`src/rtl/clk_mon_pkg.sv`:
```
// Shared types and default parameters for the clock-line monitor.
package clk_mon_pkg;

    typedef enum logic [1:0] {
        IDLE    = 2'd0,
        ARM     = 2'd1,
        MEASURE = 2'd2,
        STUCK   = 2'd3
    } mon_state_e;

    localparam int unsigned DEF_SYNC_STAGES = 2;
    localparam int unsigned DEF_CNT_W       = 16;
    localparam int unsigned DEF_EDGE_W      = 32;
    localparam int unsigned DEF_TIMEOUT     = 1024;

endpackage

```
`src/rtl/sync_rise_det.sv`:
```
// Multi-flop synchroniser for an asynchronous line plus a rising-edge detector.
module sync_rise_det
    import clk_mon_pkg::*;
#(
    parameter int unsigned SYNC_STAGES = DEF_SYNC_STAGES
) (
    input  logic clk,
    input  logic rst,
    input  logic line_in,
    output logic level,
    output logic rise
);

    logic [SYNC_STAGES-1:0] sync_q;
    logic                   hist_q;

    always_ff @(posedge clk) begin
        if (rst) begin
            sync_q <= '0;
            hist_q <= 1'b0;
        end else begin
            sync_q <= {sync_q[SYNC_STAGES-2:0], line_in};
            hist_q <= sync_q[SYNC_STAGES-1];
        end
    end

    assign level = sync_q[SYNC_STAGES-1];
    assign rise  = level & ~hist_q;

endmodule

```
`src/rtl/clk_line_monitor.sv`:
```
// Passive observer of a shared clock line: edge detection, period measurement,
// min/max/edge statistics and stuck-line detection.
module clk_line_monitor
    import clk_mon_pkg::*;
#(
    parameter int unsigned SYNC_STAGES = DEF_SYNC_STAGES,
    parameter int unsigned CNT_W       = DEF_CNT_W,
    parameter int unsigned EDGE_W      = DEF_EDGE_W,
    parameter int unsigned TIMEOUT     = DEF_TIMEOUT
) (
    input  logic              clk,
    input  logic              rst,
    input  logic              line_in,
    input  logic              enable,
    input  logic              clear_stats,
    output logic              rise_pulse,
    output logic              period_valid,
    output logic [CNT_W-1:0]  period,
    output logic [CNT_W-1:0]  min_period,
    output logic [CNT_W-1:0]  max_period,
    output logic [EDGE_W-1:0] edge_count,
    output logic              stuck,
    output logic              stuck_level
);

    localparam logic [CNT_W-1:0] TIMEOUT_C = CNT_W'(TIMEOUT);
    localparam logic [CNT_W-1:0] ONE_C     = CNT_W'(1);

    logic       level;
    logic       rise;
    mon_state_e state;
    logic [CNT_W-1:0] counter;
    // Rise that counts toward edge_count, aligned with rise_pulse.
    logic       edge_hit;

    sync_rise_det #(
        .SYNC_STAGES(SYNC_STAGES)
    ) u_sync (
        .clk    (clk),
        .rst    (rst),
        .line_in(line_in),
        .level  (level),
        .rise   (rise)
    );

    always_ff @(posedge clk) begin
        if (rst) begin
            state        <= IDLE;
            counter      <= '0;
            rise_pulse   <= 1'b0;
            period_valid <= 1'b0;
            period       <= '0;
            stuck        <= 1'b0;
            stuck_level  <= 1'b0;
            edge_hit     <= 1'b0;
        end else begin
            rise_pulse   <= rise;
            period_valid <= 1'b0;
            edge_hit     <= rise & enable & (state != IDLE);
            if (!enable) begin
                state   <= IDLE;
                counter <= '0;
                stuck   <= 1'b0;
            end else begin
                unique case (state)
                    IDLE: begin
                        state   <= ARM;
                        counter <= '0;
                    end
                    ARM: begin
                        if (rise) begin
                            state   <= MEASURE;
                            counter <= ONE_C;
                        end else if (counter == TIMEOUT_C) begin
                            state       <= STUCK;
                            stuck       <= 1'b1;
                            stuck_level <= level;
                        end else begin
                            counter <= counter + ONE_C;
                        end
                    end
                    MEASURE: begin
                        if (rise) begin
                            counter <= ONE_C;
                            // A rise in the saturated cycle is treated as a stuck exit.
                            if (counter != TIMEOUT_C) begin
                                period       <= counter;
                                period_valid <= 1'b1;
                            end
                        end else if (counter == TIMEOUT_C) begin
                            state       <= STUCK;
                            stuck       <= 1'b1;
                            stuck_level <= level;
                        end else begin
                            counter <= counter + ONE_C;
                        end
                    end
                    STUCK: begin
                        if (rise) begin
                            state   <= MEASURE;
                            stuck   <= 1'b0;
                            counter <= ONE_C;
                        end
                    end
                    default: begin
                        state   <= IDLE;
                        counter <= '0;
                        stuck   <= 1'b0;
                    end
                endcase
            end
        end
    end

    // Statistics follow the registered period, so clear_stats in the
    // period_valid cycle makes that period the first sample.
    always_ff @(posedge clk) begin
        if (rst) begin
            min_period <= '1;
            max_period <= '0;
            edge_count <= '0;
        end else if (clear_stats) begin
            min_period <= period_valid ? period : '1;
            max_period <= period_valid ? period : '0;
            edge_count <= edge_hit ? EDGE_W'(1) : '0;
        end else begin
            if (period_valid) begin
                if (period < min_period) begin
                    min_period <= period;
                end
                if (period > max_period) begin
                    max_period <= period;
                end
            end
            if (edge_hit) begin
                edge_count <= edge_count + EDGE_W'(1);
            end
        end
    end

endmodule

```
`config.mk`:
```
export PLATFORM = sky130hd
export DESIGN_NAME = clk_line_monitor
export DESIGN_NICKNAME = d
export VERILOG_FILES = /design/src/rtl/clk_mon_pkg.sv /design/src/rtl/sync_rise_det.sv /design/src/rtl/clk_line_monitor.sv
export SDC_FILE = /design/constraint.sdc
export NUM_CORES = 1
export LEC_CHECK = 0
export ABC_AREA = 1
export CAP_MARGIN = 20
export CORE_MARGIN = 2
export CORE_UTILIZATION = 45
export DETAILED_ROUTE_END_ITERATION = 7
export PLACE_DENSITY_LB_ADDON = 0.2
export SLEW_MARGIN = 20
export SYNTH_ARGS = -nofsm -noshare
export SYNTH_HDL_FRONTEND = slang
export SYNTH_SLANG_ARGS = --single-unit
export TNS_END_PERCENT = 1
```
`constraint.sdc`:
```
create_clock -name clk -period 1.8 [get_ports clk]
set_input_delay 0.45 -clock clk [delete_from_list [all_inputs] [get_ports clk]]
set_output_delay 0.45 -clock clk [all_outputs]
set_load 0.03 [all_outputs]
```
==> metrics.cfg, run 1 <==
[run_status]
status = finished, final reports clean

[power]
p_sw_frac = 0.230
comb_power_share = 0.065
p_sw_uw = 1090
ir_drop_uv = 404
pwr-share-seq = 0.505
clkPwrFrac = 0.430
total_power_uw = 4720
p_int_uw = 3630
powerDensity_nw_per_um2 = 599
p_leak_uw = 0.00379

[logic_synthesis]
synthArstFlopShare = 0
synth_area_per_cell_um2 = 6.95
synth_edf_count = 0
syn-num-nets = 897
synthFlopType = dfxtp_1
synthTopCellsByArea = dfxtp_1, nand2_1, ha_1
synth_top_area_frac = 0.358
netlist_area_um2 = 5920
yosysWarnings = 0
ys_seq_elements = 106
yosysTopAreaCell = dfxtp_1
ys_types = 39
syn_inst = 852
ys_seq_area_frac = 0.358

[floorplanning]
core_area_um2 = 12700
initial_core_util = 0.465
rows = 41
die_h_um = 119
dieArea_um2 = 14100
ioPinCount = 89
die_w_um = 119

[timing]
final.setup.tns_ns = 0
finalClockSkew_ns = 0.00766
fmax_mhz = 567
slew_violations = 0
finalSetupViolations = 0
fin_crit_ns = 1.76
whs_ns = 0.407
fin_crit_sh = 0.979
tightest_slew_ns = 0.349
rsz0062_at_grt = yes
finalHoldViolCount = 0
relSlewSlack = 0.768

[critical_path]
worstPathArrival_ns = 1.31
cp-start-kind = register
end_kind = primary output
path_class = register to primary output
cp.required_ns = 1.35
cp_max_fo = 3
rr_worst_depth = 11

[finish]
syn_to_final_growth_pct = 33.0
drive_gt1_frac = 0.200
antenna-diode-count = 0
layout.nets = 1037

[grt]
grt_pass1_vias = 5078
grt_max_degree = 34
gr-usage-all-layers = 0.220
grt_overflow = 0
antenna_found_initial = 0
grt_first_pass_wirelength_mm = 25.4

[clocking]
cts_tree = built
numCtsBuffers = 9
clock_latency_ns = 0.35
cts_buffer_depth = 2
path_clk_slew_ns = 0.07
hold_buffers = 0
cts_max_level = 3
clock-root-buffer = clkbuf_16
cts.sinks = 106

[job]
cap_violations = 0

[detailed_routing]
ant_nets = 0
top_layer = met4
wl_met1_mm = 7.93
wire_per_inst_um = 13.3
drt_pre_antenna_iters = 5
dr_wl_met3_um = 753
vias_per_cell = 5.04
drcViolationCount = 0
dr_wl_met2_mm = 6.65
vias = 5887
routed_wl_mm = 15.5
dr.first_iter.drc_count = 400

[placed_design]
gp_congestion = 0.896
io_buffers = 88
dp_hpwl_mm = 11.8

[hold_path]
min_path_cells = 2
hp-class = register to register

-- placed cells by master, fill, tap and decap left out, drive strengths merged, types with 5 or more instances in the layout --
cell	synthesis	layout
o21ai	40	40
clkbuf	13	11
buf	14	69
nor3b	7	7
ha	40	40
nor2	81	81
a21oi	80	80
dfxtp	106	106
nand3	83	83
nand4	21	21
dlygate4sd2	0	80
nand2	176	176
a21o	5	5
nor3	21	21
inv	141	141
-- power by group through the flow --
stage | clock network, µW | logic, µW | registers (µW)
2_1_floorplan | 0 | 135 | 2470
3_3_place_gp | 0 | 305 | 2440
3_5_place_dp | 0 | 308 | 2440
4_1_cts | 2060 | 297 | 2380
5_1_grt | 2170 | 335 | 2380
6_report | 2030 | 306 | 2380
-- metrics by stage --
step | cells | cell area, µm² | utilization | worst slack [ns]
after floorplan | 852 | 5930 | - | -0.0599
after global placement | 1151 | 7450 | 0.586 | -0.174
after detailed placement | 1151 | 7450 | 0.586 | -0.231
after CTS | 1167 | 7660 | 0.602 | 0.0113
after global routing | 1169 | 7870 | 0.619 | -0.0628
final | 1169 | 7870 | 0.619 | 0.0374
-- synthesized netlist by cell type, types with 6 or more instances --
cell type and instances:
a21oi_1 80, buf_2 6, clkbuf_1 13, dfxtp_1 106, ha_1 40, inv_1 131, inv_2 10, nand2_1 166
nand2_2 9, nand3_1 81, nand4_1 20, nor2_1 70, nor2_4 6, nor3_1 17, o21ai_0 34, o21ai_1 6
-- path summary, 6_finish.rpt --
kind,startpoint,endpoint,slack [ns]
max,period[10]$_SDFFE_PP0P_,period[10],0.04
min,u_sync.sync_q[0]$_SDFF_PP0_,u_sync.sync_q[1]$_SDFF_PP0_,0.41
max reg2reg,max_period[11]$_SDFFE_PP0P_,max_period[7]$_SDFFE_PP0P_,0.05
min reg2reg,u_sync.sync_q[0]$_SDFF_PP0_,u_sync.sync_q[1]$_SDFF_PP0_,0.41
-- routing by layer --
layer / vias up / GRT usage
met1: 2674 / 0.332
met5: - / 0
met3: 13 / 0.0319
met4: 0 / 0.0647
met2: 137 / 0.323
li1: 3063 / -
-- sequential cells by signal, indices dropped and copies added (netlist names), 2 cells and up --
register	cells
state	2
min_period	16
u_sync.sync_q	2
counter	16
edge_count	32
max_period	16
period	16
-- what timing repair did --
item	4_1_cts	5_1_grt
setup buffers	0	2
endpoints found under the setup margin	85	65
resized for setup	85	67
pin swaps	0	17
-- critical path: stages, from the launching register on --
cell and delay, ns:
dfxtp_1 0.41, buf_4 0.16, dlygate4sd2_1 0.39
-- final cells by class --
class,instances,area [µm²]
Clock buffer,11,253
Tap cell,172,215
Multi-Input combinational cell,577,3290
Sequential cell,106,2160
Fill cell,1215,4850
Inverter,142,536
Timing Repair Buffer,156,1370
Clock inverter,5,52.6
-- cells by family (layout without fill, tap and decap cells) --
| kind of cell | count (synthesis) | after routing | share of synthesized area |
|---|---|---|---|
| compound gates | 139 | 139 | 0.126 |
| fa+ha+maj | 40 | 40 | 0.0845 |
| buf+inv | 169 | 314 | 0.113 |
| simple gates | 398 | 398 | 0.318 |
| flops | 106 | 106 | 0.358 |
No activity file was read; power rests on OpenSTA's default activity.
==> run 2: changes to the inputs <==
Settings changed: CORE_ASPECT_RATIO from default to 0.6.
Clock period 1.8 ns to 1.7 ns, I/O delays scaled along.
==> metrics.cfg, run 2 (synthesized netlist as in run 1, its figures left out) <==
[power]
p_leak_uw = 0.00398
ir_drop_uv = 492
powerDensity_nw_per_um2 = 620

[critical_path]
cp-start-kind = register
reg2reg_to = max_period[8]$_SDFFE_PP0P_
path_class = register to register
cp_max_fo = 11
rr_worst_depth = 9
end_kind = register
worstPathArrival_ns = 2.06
reg2reg_slack_ns = -0.08
cp.required_ns = 1.98
rr_startpoint = max_period[11]$_SDFFE_PP0P_

[detailed_routing]
routed_wl_mm = 17.3
drt_pre_antenna_iters = 5
drcViolationCount = 0
wire_per_inst_um = 14.4
vias_per_cell = 5.11
dr.first_iter.drc_count = 429
vias = 6130
ant_nets = 0

[clocking]
cts_setup_buffers = 0
numCtsBuffers = 9
hold_buffers = 0
clock-root-buffer = clkbuf_16
path_clk_slew_ns = 0.07
cts.sinks = 106
cts_max_level = 3
cts_buffer_depth = 2
clock_latency_ns = 0.35
cts_tree = built

[floorplanning]
ioPinCount = 89
die_h_um = 92.8
die_w_um = 152
initial_core_util = 0.461
rows = 32
dieArea_um2 = 14100
core_area_um2 = 12900

[finish]
top_register = edge_count
final_common_cell = nand2_1
mostFrequentLayoutCells = nand2_1, inv_1, buf_4
layout.nets = 1070
largest_register_ffs = 32
antenna-diode-count = 0
drive_gt1_frac = 0.255
syn_to_final_growth_pct = 40.4

[timing]
relSlewSlack = 0.646
finalHoldViolCount = 0
worst_slack_ns = -0.0809
final.setup.tns_ns = -1.03
finalClockSkew_ns = 0.00869
fin_crit_ns = 1.78
fin_crit_sh = 1.05
rsz0062_at_grt = yes
slew_violations = 0
tightest_slew_ns = 0.531
fmax_mhz = 562
finalSetupViolations = 32

[run_status]
violations = setup timing
status = complete, but fails checks

[grt]
grt_use_met1 = 0.384
antenna_found_initial = 0
grt_pass1_vias = 5408
grt_busiest_layer = met1
grt_first_pass_wirelength_mm = 27.4
gr-usage-all-layers = 0.241
use_met2 = 0.328
grtUsageMet3 = 0.0431
grt_overflow = 0
grt_max_degree = 34

[hold_path]
holdCritStartpoint = u_sync.sync_q[0]$_SDFF_PP0_
min_path_cells = 2
hp-class = register to register
holdPathEnd = u_sync.sync_q[1]$_SDFF_PP0_

[placed_design]
pre_cts_slack_ns = -0.371
dp_hpwl_mm = 13.1
gp_congestion = 0.900
io_buffers = 88

[job]
cap_violations = 0

## run 2: cell count changes in the layout (fill, tap and decap cells not counted), sizes merged
cell and change:
nand2 +1, clkinv -2, clkinvlp -1, dlymetal6s2s -1, dlygate4sd2 -8, buf +33, clkdlybuf4s15 +5, clkbuf +6
## run 2: worst max path at each step
stage               slack [ns]  depth (start not counted)                           to                        start
global placement         -0.28                         10  edge_count[16]$_SDFFE_PP0P_                  clear_stats
global route             -0.21                         11     counter[15]$_SDFFE_PP0P_      counter[0]$_SDFFE_PP0P_
finish                   -0.08                          9   max_period[8]$_SDFFE_PP0P_  max_period[11]$_SDFFE_PP0P_
CTS                      -0.08                         11   min_period[4]$_SDFFE_PP1P_      period[15]$_SDFFE_PP0P_
floorplan                -0.02                         11  min_period[11]$_SDFFE_PP1P_  min_period[13]$_SDFFE_PP1P_
detailed placement       -0.37                         10  edge_count[19]$_SDFFE_PP0P_                  clear_stats
## run 2: report_power, final
part | internal [µW] | switching, µW
clock | 1370 | 944
sequential | 2490 | 20.9
combinational | 124 | 204
## run 2: repair_timing
item,4_1_cts,5_1_grt
pin swaps,1,9
gates cloned,0,1
gates resized for setup,100,71
endpoints found under the setup margin,127,81
## run 2: through the flow
stage | cell area, µm² | total power, µW | hold WS [ns] | instances | util
final | 8310 | 5150 | 0.403 | 1200 | 0.647
after global routing | 8310 | 5330 | 0.427 | 1200 | 0.647
after CTS | 8050 | 5150 | 0.402 | 1199 | 0.627
after detailed placement | 7770 | 2890 | 0.392 | 1183 | 0.605
after global placement | 7770 | 2890 | 0.392 | 1183 | 0.605
after floorplan | 6010 | 2750 | 0.388 | 852 | -
## run 2: area by class of cell
| cell class | instances | area, µm² |
|---|---|---|
| clock buffer | 14 | 297 |
| multi-input combinational | 578 | 3420 |
| tap | 170 | 213 |
| inverter | 142 | 538 |
| clock inverter | 2 | 38.8 |
| sequential | 106 | 2200 |
| timing repair buffer | 188 | 1600 |
| fill | 1179 | 4540 |
## run 2: layer usage
layer	vias to the layer above	part of all wire
met5	-	0
met4	0	0.011
met3	21	0.067
met2	200	0.39
met1	2783	0.54
li1	3126	-
## run 2: critical path, stage by stage, from the launching register on
cell     delay [ns]
dfxtp_4        0.35
inv_2          0.04
ha_4           0.27
nand4_1        0.15
nor3_4         0.24
nand3_2        0.16
nand3_4        0.14
buf_12         0.14
nand3_1        0.08
a21oi_1        0.13
==> run 3: changes to the inputs <==
Settings changed: SETUP_SLACK_MARGIN from default to 0.5.
==> metrics.cfg, run 3 (synthesized netlist as in run 1, its figures left out) <==
[run_status]
status = complete, but fails checks
violations = setup timing

[floorplanning]
rows = 32
die_h_um = 92.8
ioPinCount = 89
initial_core_util = 0.461
die_w_um = 152
dieArea_um2 = 14100
core_area_um2 = 12900

[timing]
finalClockSkew_ns = 0.00901
rsz0062_at_grt = yes
relSlewSlack = 0.784
fin_crit_ns = 1.86
fin_crit_sh = 1.10
slew_violations = 0
whs_ns = 0.405
finalSetupViolations = 16
worst_slack_ns = -0.164
finalHoldViolCount = 0
tightest_slew_ns = 0.321
fmax_mhz = 536

[placed_design]
dp_hpwl_mm = 13.0
pre_cts_slack_ns = -0.330
gp_congestion = 0.911
io_buffers = 88
dpl_cell_area_um2 = 7780

[finish]
antenna-diode-count = 0
mostFrequentLayoutCells = nand2_1, inv_1, buf_6
drive_gt1_frac = 0.478
syn_to_final_growth_pct = 59.4
layout.nets = 1069
final_area_um2 = 9430
final_common_cell = nand2_1
largest_register_ffs = 32
top_register = edge_count

[critical_path]
end_kind = register
cp.depth = 10
endpoint = max_period[5]$_SDFFE_PP0P_
rr_startpoint = max_period[13]$_SDFFE_PP0P_
cp-start-kind = register
path_class = register to register
path_cells = inv_1, ha_4, a21oi_2, o21ai_0, a21oi_1, nand2_2, buf_6, nand3_4, nand3_1, a21oi_1
worstPathArrival_ns = 2.14
cp.required_ns = 1.97
crit_slowest_cell = dfxtp_4
cp_max_fo = 8
reg2reg_to = max_period[5]$_SDFFE_PP0P_
cpPeakStageDelay_ns = 0.36
rr_worst_depth = 10
critPathTopFamily = compound AO/OA/AOI/OAI gates
reg2reg_slack_ns = -0.16
cp_num_buf_inv = 2
startpoint = max_period[13]$_SDFFE_PP0P_
crit_top_cell = a21oi_1

[detailed_routing]
routed_wl_mm = 18.8
dr_wl_met2_mm = 8.06
ant_nets = 0
wl_met1_mm = 9.12
vias_per_cell = 5.33
dr_wl_met3_mm = 1.51
top_layer = met4
dr.first_iter.drc_count = 390
vias = 6388
drcViolationCount = 0
wire_per_inst_um = 15.7
drt_pre_antenna_iters = 5

[grt]
antenna_found_initial = 0
grt_first_pass_wirelength_mm = 29.9
grt_max_degree = 34
gr-usage-all-layers = 0.260
grt_pass1_vias = 5910
grt_overflow = 0

[power]
p_sw_frac = 0.235
comb_power_share = 0.081
clkPwrFrac = 0.434
p_leak_uw = 0.00417
p_sw_uw = 1190
p_int_uw = 3880
ir_drop_uv = 518
pwr-share-seq = 0.485
powerDensity_nw_per_um2 = 538

[clocking]
cts_max_level = 3
cts_buffer_depth = 2
clock-root-buffer = clkbuf_16
cts_tree = built
path_clk_slew_ns = 0.07
numCtsBuffers = 9
clock_latency_ns = 0.35
cts.sinks = 106

[hold_path]
hp-class = register to register

[job]
cap_violations = 0

==> run 3: through the flow <==
stage                util  instances  TNS, ns  power [µW]
floorplan               -        852        0        2740
global placement    0.605       1173    -8.29        2900
detailed placement  0.605       1173    -9.84        2900
CTS                 0.697       1194   -0.696        5100
global route        0.734       1199    -4.73        5250
finish              0.734       1199    -2.15        5080
==> run 3: power by group through the flow <==
stage / logic [µW] / clock network, µW / registers (µW)
after global routing: 444 / 2350 / 2460
after CTS: 391 / 2230 / 2470
after global placement: 343 / 0 / 2560
after detailed placement: 346 / 0 / 2560
final: 413 / 2200 / 2460
after floorplan: 147 / 0 / 2590
==> run 3: how the worst min path moves through the flow <==
stage,from,slack (ns),end,depth (start not counted)
after floorplan,u_sync.sync_q[0]$_SDFF_PP0_,0.39,u_sync.sync_q[1]$_SDFF_PP0_,2
after global placement,u_sync.sync_q[0]$_SDFF_PP0_,0.40,u_sync.sync_q[1]$_SDFF_PP0_,2
after detailed placement,u_sync.sync_q[0]$_SDFF_PP0_,0.40,u_sync.sync_q[1]$_SDFF_PP0_,2
after CTS,u_sync.sync_q[0]$_SDFF_PP0_,0.40,u_sync.sync_q[1]$_SDFF_PP0_,2
after global routing,u_sync.sync_q[0]$_SDFF_PP0_,0.42,u_sync.sync_q[1]$_SDFF_PP0_,2
final,u_sync.sync_q[0]$_SDFF_PP0_,0.41,u_sync.sync_q[1]$_SDFF_PP0_,2
==> run 3: area by class of cell <==
cell class	instances	area (µm²)
fill	937	3420
tap	170	213
clock buffer	12	268
sequential	106	2350
multi-input combinational	578	4040
inverter	142	553
clock inverter	4	47.5
timing repair buffer	187	1960
==> run 3: worst min-delay path, delay by kind of cell, from the launching register on <==
| family | cells | cell delay (ns) |
|---|---|---|
| buf+inv | 1 | 0.04 |
| flops | 1 | 0.30 |
| simple gates | 1 | 0.03 |
==> run 3: per-layer routing <==
| metal | vias to the layer above | global-route usage |
|---|---|---|
| met3 | 18 | 0.0599 |
| met4 | 0 | 0.0545 |
| met2 | 247 | 0.387 |
| li1 | 3144 | - |
| met5 | - | 0 |
| met1 | 2979 | 0.383 |
==> run 3: timing repair <==
action / in CTS / in global routing
gates cloned: 2 / 0
endpoints found under the hold margin: 0 / 0
endpoints found under the setup margin: 185 / 186
resized for setup: 796 / 110
pin swaps: 114 / 90
setup buffers: 3 / 5
hold buffers: 0 / 0
